===== src/rtl/cache_pkg.sv =====
// Shared cache definitions for the victim write-back path.
//   - Block geometry: 128-bit blocks of four 32-bit words, 16-byte blocks.
//   - Drain FSM state encoding (IDLE, WRITE).
//   - block_word(): selects one 32-bit word from a block.
package cache_pkg;

  localparam int BLOCK_BITS      = 128;
  localparam int WORD_BITS       = 32;
  localparam int WORDS_PER_BLOCK = 4;
  localparam int OFFSET_BITS     = 4;

  typedef enum logic {
    IDLE  = 1'b0,
    WRITE = 1'b1
  } drain_state_t;

  // Word n occupies bits [32n+31:32n].
  function automatic logic [WORD_BITS-1:0] block_word(
    input logic [BLOCK_BITS-1:0] blk,
    input logic [1:0]            idx
  );
    return blk[WORD_BITS*idx +: WORD_BITS];
  endfunction

endpackage


===== src/rtl/evict_fifo.sv =====
// Victim-block storage for the write-back buffer.
// Holds up to DEPTH {block address, 128-bit block} entries in a circular
// buffer with per-entry valid bits, and answers snoop lookups against every
// valid entry (youngest match wins).
//
// Optional feature macro: EVICT_FWD_EN
//   defined   - snoop_block carries the youngest matching entry's data
//   undefined - snoop_block is tied to zero and no data mux is built
//
// Ports:
//   clk, rst     clock, synchronous active-high reset
//   push         write {push_addr, push_block} if not full
//   push_addr    block address of the victim
//   push_block   victim block data
//   pop          retire the entry at the read pointer
//   full         DEPTH entries held (from registered count)
//   empty        no entries held
//   head_addr    address of the oldest entry
//   head_block   data of the oldest entry
//   snoop_addr   address to look up
//   snoop_hit    some valid entry matches snoop_addr
//   snoop_block  youngest matching entry's data (EVICT_FWD_EN) or zero
module evict_fifo
  import cache_pkg::*;
#(
  parameter int DEPTH         = 2,
  parameter int BLK_ADDR_BITS = 28
) (
  input  logic                     clk,
  input  logic                     rst,
  input  logic                     push,
  input  logic [BLK_ADDR_BITS-1:0] push_addr,
  input  logic [BLOCK_BITS-1:0]    push_block,
  input  logic                     pop,
  output logic                     full,
  output logic                     empty,
  output logic [BLK_ADDR_BITS-1:0] head_addr,
  output logic [BLOCK_BITS-1:0]    head_block,
  input  logic [BLK_ADDR_BITS-1:0] snoop_addr,
  output logic                     snoop_hit,
  output logic [BLOCK_BITS-1:0]    snoop_block
);

  localparam int PTR_W = $clog2(DEPTH);
  localparam int CNT_W = PTR_W + 1;

  logic [BLK_ADDR_BITS-1:0] addr_mem [DEPTH];
  logic [BLOCK_BITS-1:0]    blk_mem  [DEPTH];
  logic [DEPTH-1:0]         valid_q;
  logic [PTR_W-1:0]         wr_ptr;
  logic [PTR_W-1:0]         rd_ptr;
  logic [CNT_W-1:0]         count;

  logic push_ok;
  logic pop_ok;

  assign full    = (count == CNT_W'(DEPTH));
  assign empty   = (count == '0);
  assign push_ok = push && !full;
  assign pop_ok  = pop && !empty;

  always_ff @(posedge clk) begin
    if (rst) begin
      valid_q <= '0;
      wr_ptr  <= '0;
      rd_ptr  <= '0;
      count   <= '0;
    end else begin
      if (push_ok) begin
        valid_q[wr_ptr] <= 1'b1;
        wr_ptr          <= wr_ptr + PTR_W'(1);
      end
      // Push is refused at full, so the write and read slots never coincide here.
      if (pop_ok) begin
        valid_q[rd_ptr] <= 1'b0;
        rd_ptr          <= rd_ptr + PTR_W'(1);
      end
      case ({push_ok, pop_ok})
        2'b10:   count <= count + CNT_W'(1);
        2'b01:   count <= count - CNT_W'(1);
        default: count <= count;
      endcase
    end
  end

  // Entry payload carries no reset; valid_q qualifies it.
  always_ff @(posedge clk) begin
    if (push_ok) begin
      addr_mem[wr_ptr] <= push_addr;
      blk_mem[wr_ptr]  <= push_block;
    end
  end

  assign head_addr  = addr_mem[rd_ptr];
  assign head_block = blk_mem[rd_ptr];

  // Scan oldest to youngest from rd_ptr so a later match overrides an earlier one.
`ifdef EVICT_FWD_EN
  logic [PTR_W-1:0] sel;
`endif
  logic [PTR_W-1:0] idx;

  always_comb begin
    snoop_hit = 1'b0;
    idx       = '0;
`ifdef EVICT_FWD_EN
    sel       = '0;
`endif
    for (int k = 0; k < DEPTH; k++) begin
      idx = rd_ptr + PTR_W'(k);
      if (valid_q[idx] && (addr_mem[idx] == snoop_addr)) begin
        snoop_hit = 1'b1;
`ifdef EVICT_FWD_EN
        sel       = idx;
`endif
      end
    end
  end

`ifdef EVICT_FWD_EN
  assign snoop_block = snoop_hit ? blk_mem[sel] : '0;
`else
  assign snoop_block = '0;
`endif

endmodule


===== src/rtl/evict_writeback_buffer.sv =====
// Victim write-back buffer.
// Captures evicted 128-bit blocks into evict_fifo and drains each one to
// memory as four 32-bit write beats over a req/ack handshake. Beat address,
// data and request are registered and held stable until acknowledged; a
// one-cycle idle gap separates consecutive blocks.
//
// Optional feature macro: EVICT_FWD_EN (snoop data forwarding, see evict_fifo)
//
// Ports:
//   clk, rst        clock, synchronous active-high reset
//   i_evict_valid   victim block and address valid this cycle
//   i_evict_addr    victim block address {tag,index}
//   i_evict_block   victim block data
//   o_full          buffer full, upstream must stall
//   o_empty         no entries held and drain idle
//   o_mem_wr        memory write request
//   o_mem_addr      byte address of the current beat
//   o_mem_wdata     data of the current beat
//   i_mem_ack       memory accepted the current beat
//   i_snoop_addr    refill block address to check
//   o_snoop_hit     snoop address matches a held entry
//   o_snoop_block   matching entry data (EVICT_FWD_EN) or zero
module evict_writeback_buffer
  import cache_pkg::*;
#(
  parameter int DEPTH         = 2,
  parameter int BLK_ADDR_BITS = 28
) (
  input  logic                     clk,
  input  logic                     rst,
  input  logic                     i_evict_valid,
  input  logic [BLK_ADDR_BITS-1:0] i_evict_addr,
  input  logic [127:0]             i_evict_block,
  output logic                     o_full,
  output logic                     o_empty,
  output logic                     o_mem_wr,
  output logic [31:0]              o_mem_addr,
  output logic [31:0]              o_mem_wdata,
  input  logic                     i_mem_ack,
  input  logic [BLK_ADDR_BITS-1:0] i_snoop_addr,
  output logic                     o_snoop_hit,
  output logic [127:0]             o_snoop_block
);

  logic                     fifo_empty;
  logic [BLK_ADDR_BITS-1:0] head_addr;
  logic [BLOCK_BITS-1:0]    head_block;
  logic                     pop;

  evict_fifo #(
    .DEPTH         (DEPTH),
    .BLK_ADDR_BITS (BLK_ADDR_BITS)
  ) u_fifo (
    .clk         (clk),
    .rst         (rst),
    .push        (i_evict_valid),
    .push_addr   (i_evict_addr),
    .push_block  (i_evict_block),
    .pop         (pop),
    .full        (o_full),
    .empty       (fifo_empty),
    .head_addr   (head_addr),
    .head_block  (head_block),
    .snoop_addr  (i_snoop_addr),
    .snoop_hit   (o_snoop_hit),
    .snoop_block (o_snoop_block)
  );

  drain_state_t             state_q, state_d;
  logic [1:0]               beat_q, beat_d;
  logic [BLK_ADDR_BITS-1:0] cur_addr_q, cur_addr_d;
  logic [BLOCK_BITS-1:0]    cur_block_q, cur_block_d;
  logic                     wr_q, wr_d;
  logic [31:0]              addr_q, addr_d;
  logic [31:0]              wdata_q, wdata_d;
  logic [1:0]               beat_nx;

  assign beat_nx = beat_q + 2'd1;

  // The entry stays in the FIFO (and snoopable) until its final beat is acked.
  assign pop = (state_q == WRITE) && i_mem_ack && (beat_q == 2'd3);

  always_comb begin
    state_d     = state_q;
    beat_d      = beat_q;
    cur_addr_d  = cur_addr_q;
    cur_block_d = cur_block_q;
    wr_d        = wr_q;
    addr_d      = addr_q;
    wdata_d     = wdata_q;
    case (state_q)
      IDLE: begin
        if (!fifo_empty) begin
          state_d     = WRITE;
          beat_d      = 2'd0;
          cur_addr_d  = head_addr;
          cur_block_d = head_block;
          wr_d        = 1'b1;
          addr_d      = 32'({head_addr, 2'd0, 2'b00});
          wdata_d     = block_word(head_block, 2'd0);
        end
      end
      WRITE: begin
        if (i_mem_ack) begin
          if (beat_q == 2'd3) begin
            state_d = IDLE;
            wr_d    = 1'b0;
          end else begin
            beat_d  = beat_nx;
            addr_d  = 32'({cur_addr_q, beat_nx, 2'b00});
            wdata_d = block_word(cur_block_q, beat_nx);
          end
        end
      end
      default: state_d = IDLE;
    endcase
  end

  always_ff @(posedge clk) begin
    if (rst) begin
      state_q <= IDLE;
      beat_q  <= 2'd0;
      wr_q    <= 1'b0;
      addr_q  <= '0;
      wdata_q <= '0;
    end else begin
      state_q <= state_d;
      beat_q  <= beat_d;
      wr_q    <= wr_d;
      addr_q  <= addr_d;
      wdata_q <= wdata_d;
    end
  end

  // Latched copy of the block being drained; qualified by state_q.
  always_ff @(posedge clk) begin
    cur_addr_q  <= cur_addr_d;
    cur_block_q <= cur_block_d;
  end

  assign o_mem_wr    = wr_q;
  assign o_mem_addr  = addr_q;
  assign o_mem_wdata = wdata_q;
  assign o_empty     = fifo_empty && (state_q == IDLE);

endmodule

===== config.mk =====
export PLATFORM = sky130hd
export DESIGN_NAME = evict_writeback_buffer
export DESIGN_NICKNAME = d
export VERILOG_FILES = /design/src/rtl/cache_pkg.sv /design/src/rtl/evict_fifo.sv /design/src/rtl/evict_writeback_buffer.sv
export SDC_FILE = /design/constraint.sdc
export NUM_CORES = 1
export LEC_CHECK = 0
export ABC_CLOCK_PERIOD_IN_PS = 9820
export BUFFER_PORTS_ARGS = -buffer_cell sky130_fd_sc_hd__buf_4
export CORE_ASPECT_RATIO = 1.2
export CORE_MARGIN = 1.5
export CORE_UTILIZATION = 40
export DETAILED_ROUTE_END_ITERATION = 12
export GPL_ROUTABILITY_DRIVEN = 0
export GPL_TIMING_DRIVEN = 0
export HOLD_SLACK_MARGIN = 0.06
export PLACE_DENSITY = 0.59
export SLEW_MARGIN = 20
export SYNTH_ARGS = -nofsm -noshare
export SYNTH_HDL_FRONTEND = slang
export SYNTH_SLANG_ARGS = --single-unit

===== constraint.sdc =====
create_clock -name clk -period 9.82 [get_ports clk]
set_clock_uncertainty 0.2 [all_clocks]
set_input_delay 1.473 -clock clk [delete_from_list [all_inputs] [get_ports clk]]
set_output_delay 1.473 -clock clk [all_outputs]
set_load 0.03 [all_outputs]

==> metrics.txt <==
status=complete, no violations; Final Cycle Share=0.5049; total core area=0.05364 mm²; FILL cells=4588; Die X=about 220 µm; Adder-Cell Fraction of Synth Area=0.001153; Worst Hold Depth=2; reg2reg setup slack=roughly 7 ns; GRT Overall Usage=0.1825; RSZ-0062 raised after global routing=no; Critical Path Fanout Max=10; Static Leak=just over 10 nW; CTS Buf Count=54; Setup CP Type=register to primary output; Hold EP=o_mem_addr[31]; grt total ovfl=0; vias after detailed routing=about 12k; Fin. Hold Viols=0; Port Buffers=252; Synth Area in Compound Gates=0.02830; antenna viol nets, final=0; DR pass1 iterations=5; Layout Utilization=0.5090; Synth Area per Inst=16.32 µm²; CTS tree=built; Synth top area share=0.6474; H-Tree Level Count=2; Syn-to-layout area delta=25.78%; HP Start=o_mem_addr[31]; Highest Clock Rate=0.2017 GHz; Setup crit end kind=primary output; Die Ht=around 260 µm; Clock Pin Slew Worst Setup and Hold Paths=~0.060 ns; first-pass GRT wire length=between 70 and 80 mm; final non-filler cell total=approximately 2.5k; Synth Register Bits=approximately 540; Max Cap Viol=0; Root Driver=clkbuf_16; vias per cell=~4.6; fin. max-slew vios=0; Synth Area in XOR/XNOR=0.02381; final setup fails=0; worst vdd ir=between 0.00015 and 0.0002 V; post-CTS setup buffers=0; Nets=a little under 2k; hold_ws=0.2497 ns; mux contribution to synthesized area=0.1411; post-DP HPWL=between 30 and 40 mm; cts repair resizes=0; Die ar.=between 0.05 and 0.06 mm²; initial drt markers=about 600; multi-input logic area=around 0.0054 mm²; WP data arrival=3.29 ns; sequential cell area fraction in the yosys report=0.7129; Final min period=4.958 ns; synthesized area=0.02171 mm²; row cnt=between 90 and 100; number of global-route vias before repair=12.11k; Warnings, synthesis=0; CP required=between 8 and 9 ns; proportion of layout cells with a drive suffix above 1=0.3721; Hold Path Class=register to register; R2R cell count=6; largest net degree at the start of global routing=47; clock buffer depth=3; reg-to-reg endpoint=cur_block_q[89]; largest family of logic cells by synthesized area=multiplexers; Inst Count DP=2440; Slew headroom=0.2682; Synth area leaders=edfxtp_1, mux2_2, dfxtp_1, buf_4, mux2i_1; total wire length=just over 50 mm; DR DRC count=0; Antenna Cells=0; register area=approximately 0.015 mm²; hold_buf cts=0; initial core utilization=0.4047; post-synthesis simple-gate area fraction=0.02963; Worst Max-Slew Pin Slew=~1.1 ns; # clock sinks=539; Power Density=between 200 and 250 mW/mm²; leading area contributor after synthesis=edfxtp_1; initial antenna violation count=2; drt wl/cell=20.26 µm; IO Pins=around 380; startpoint type of the worst setup path=register; Post-Syn Instances=roughly 1.3k; clock insertion delay at the later pin of the skew report=around 0.6 ns; Distinct cells, synth=33
==> state kept, by name (all words and copies together), names as in the netlist, named ones only <==
register         count
u_fifo.blk_mem     256
cur_block_q        128
u_fifo.addr_mem     56
o_mem_wdata         32
o_mem_addr          29
cur_addr_q          28
u_fifo.count         2
u_fifo.valid_q       2
beat_q               1
o_mem_wr             1
state_q              1
u_fifo.rd_ptr        1
u_fifo.wr_ptr        1
==> placed cells by master (no fill, tap or decap), types with 2 or more instances in the layout <==
cell,n
nand3_1,2
a211oi_1,34
nor3_1,3
inv_1,31
clkinv_4,3
clkinv_1,3
inv_6,3
buf_2,24
clkbuf_1,39
buf_16,5
mux2i_1,90
nor4_1,6
clkinv_2,10
ha_1,2
buf_12,11
clkinvlp_4,2
a21oi_1,31
edfxtp_1,468
mux4_2,32
nand2_1,86
mux2_2,128
o21ai_0,30
nor2_1,45
buf_4,382
bufinv_16,9
xor2_1,27
buf_1,4
clkbuf_8,8
conb_1,130
xnor2_1,32
dfxtp_1,71
nand4_1,8
buf_6,2
o211ai_1,2
nor2_4,2
clkbuf_16,55
==> metal layers <==
metal / vias to the layer above / wire length (µm) / share of wire / global-route usage
met5: - / 26 / 0.00050 / 0
met3: 68 / 3078 / 0.060 / 0.03993
li1: 5609 / - / - / -
met4: 4 / 1023 / 0.020 / 0.04837
met1: 5758 / 21060 / 0.41 / 0.2261
met2: 377 / 26300 / 0.51 / 0.3218
==> synthesized netlist by cell type <==
library cell  count
nor4_2            1
mux4_2           32
edfxtp_1        468
dfxtp_1          71
a22oi_1           1
nor4_1            6
inv_1            31
clkbuf_1         31
nand2_1          86
and3_1            1
nand4_1           8
conb_1            1
o21ai_0          30
o211ai_1          2
o22ai_1           1
nor3_1            3
buf_6             2
nor2_1           47
xnor2_1          32
or3_1             1
nand2b_1          1
o41ai_2           1
ha_1              2
a311oi_1          1
buf_1             4
mux2i_1          90
xor2_1           27
mux2_2          128
a21oi_1          31
nand3_1           2
a211oi_1         34
buf_2            24
buf_4           130
==> metrics by stage <==
| step | setup TNS (ns) | instance area [µm²] | setup slack, ns | power, W |
|---|---|---|---|---|
| after CTS | 0 | 27300 | 4.732 | 0.005984 |
| after global placement | -1175.92 | 24970 | -4.413 | 0.003776 |
| final | 0 | 27300 | 4.862 | 0.005910 |
| after global routing | 0 | 27300 | 4.701 | 0.006137 |
| after detailed placement | 0 | 25370 | 5.135 | 0.003761 |
| after floorplan | 0 | 22190 | 0.8757 | 0.003432 |
==> worst max-delay path, stage by stage (launching register included) <==
cell      delay [ns]
dfxtp_1         0.30
clkbuf_1        0.11
buf_2           0.42
buf_2           0.43
mux2i_1         0.45
xnor2_1         0.17
nor4_1          0.29
nand4_1         0.17
o41ai_2         0.11
buf_4           0.24
==> where the power goes <==
group	leakage (nW)	internal (W)	switching, W
combinational	4.25	0.000332	0.000532
clock	0.952	0.00133	0.000881
sequential	4.96	0.00276	0.0000744
total	10.2	0.00442	0.00149
==> worst max path at each step <==
stage,start,slack (ns),endpoint,cells past startpoint
global route,register,4.70,o_snoop_hit,9
CTS,register,4.73,o_snoop_hit,9
detailed placement,i_snoop_addr[19],5.13,o_snoop_hit,6
global placement,i_evict_valid,-4.41,u_fifo.blk_mem[0][73],3
finish,register,4.86,o_snoop_hit,9
floorplan,i_evict_valid,0.88,u_fifo.addr_mem[0][0],2
==> final cells by class <==
class                   instances  share of cell area
clock buffers                  71             0.05554
repair buffers                269             0.08295
well taps                     712             0.03263
multi-input cells             698              0.1967
inverters                      31            0.004262
flip-flops and latches        539              0.5668
clock inverters                31             0.01535
plain buffers                 191             0.04578
==> kinds of logic after synthesis <==
logic type               after synthesis
flip-flops                           539
multiplexers                         250
buffers and inverters                222
AND/OR/NAND/NOR                      156
AO/OA/AOI/OAI                        101
XOR/XNOR                              59
adder cells (fa/ha/maj)                2
other                                  1
Note: power is estimated with default switching activity, not from simulation.
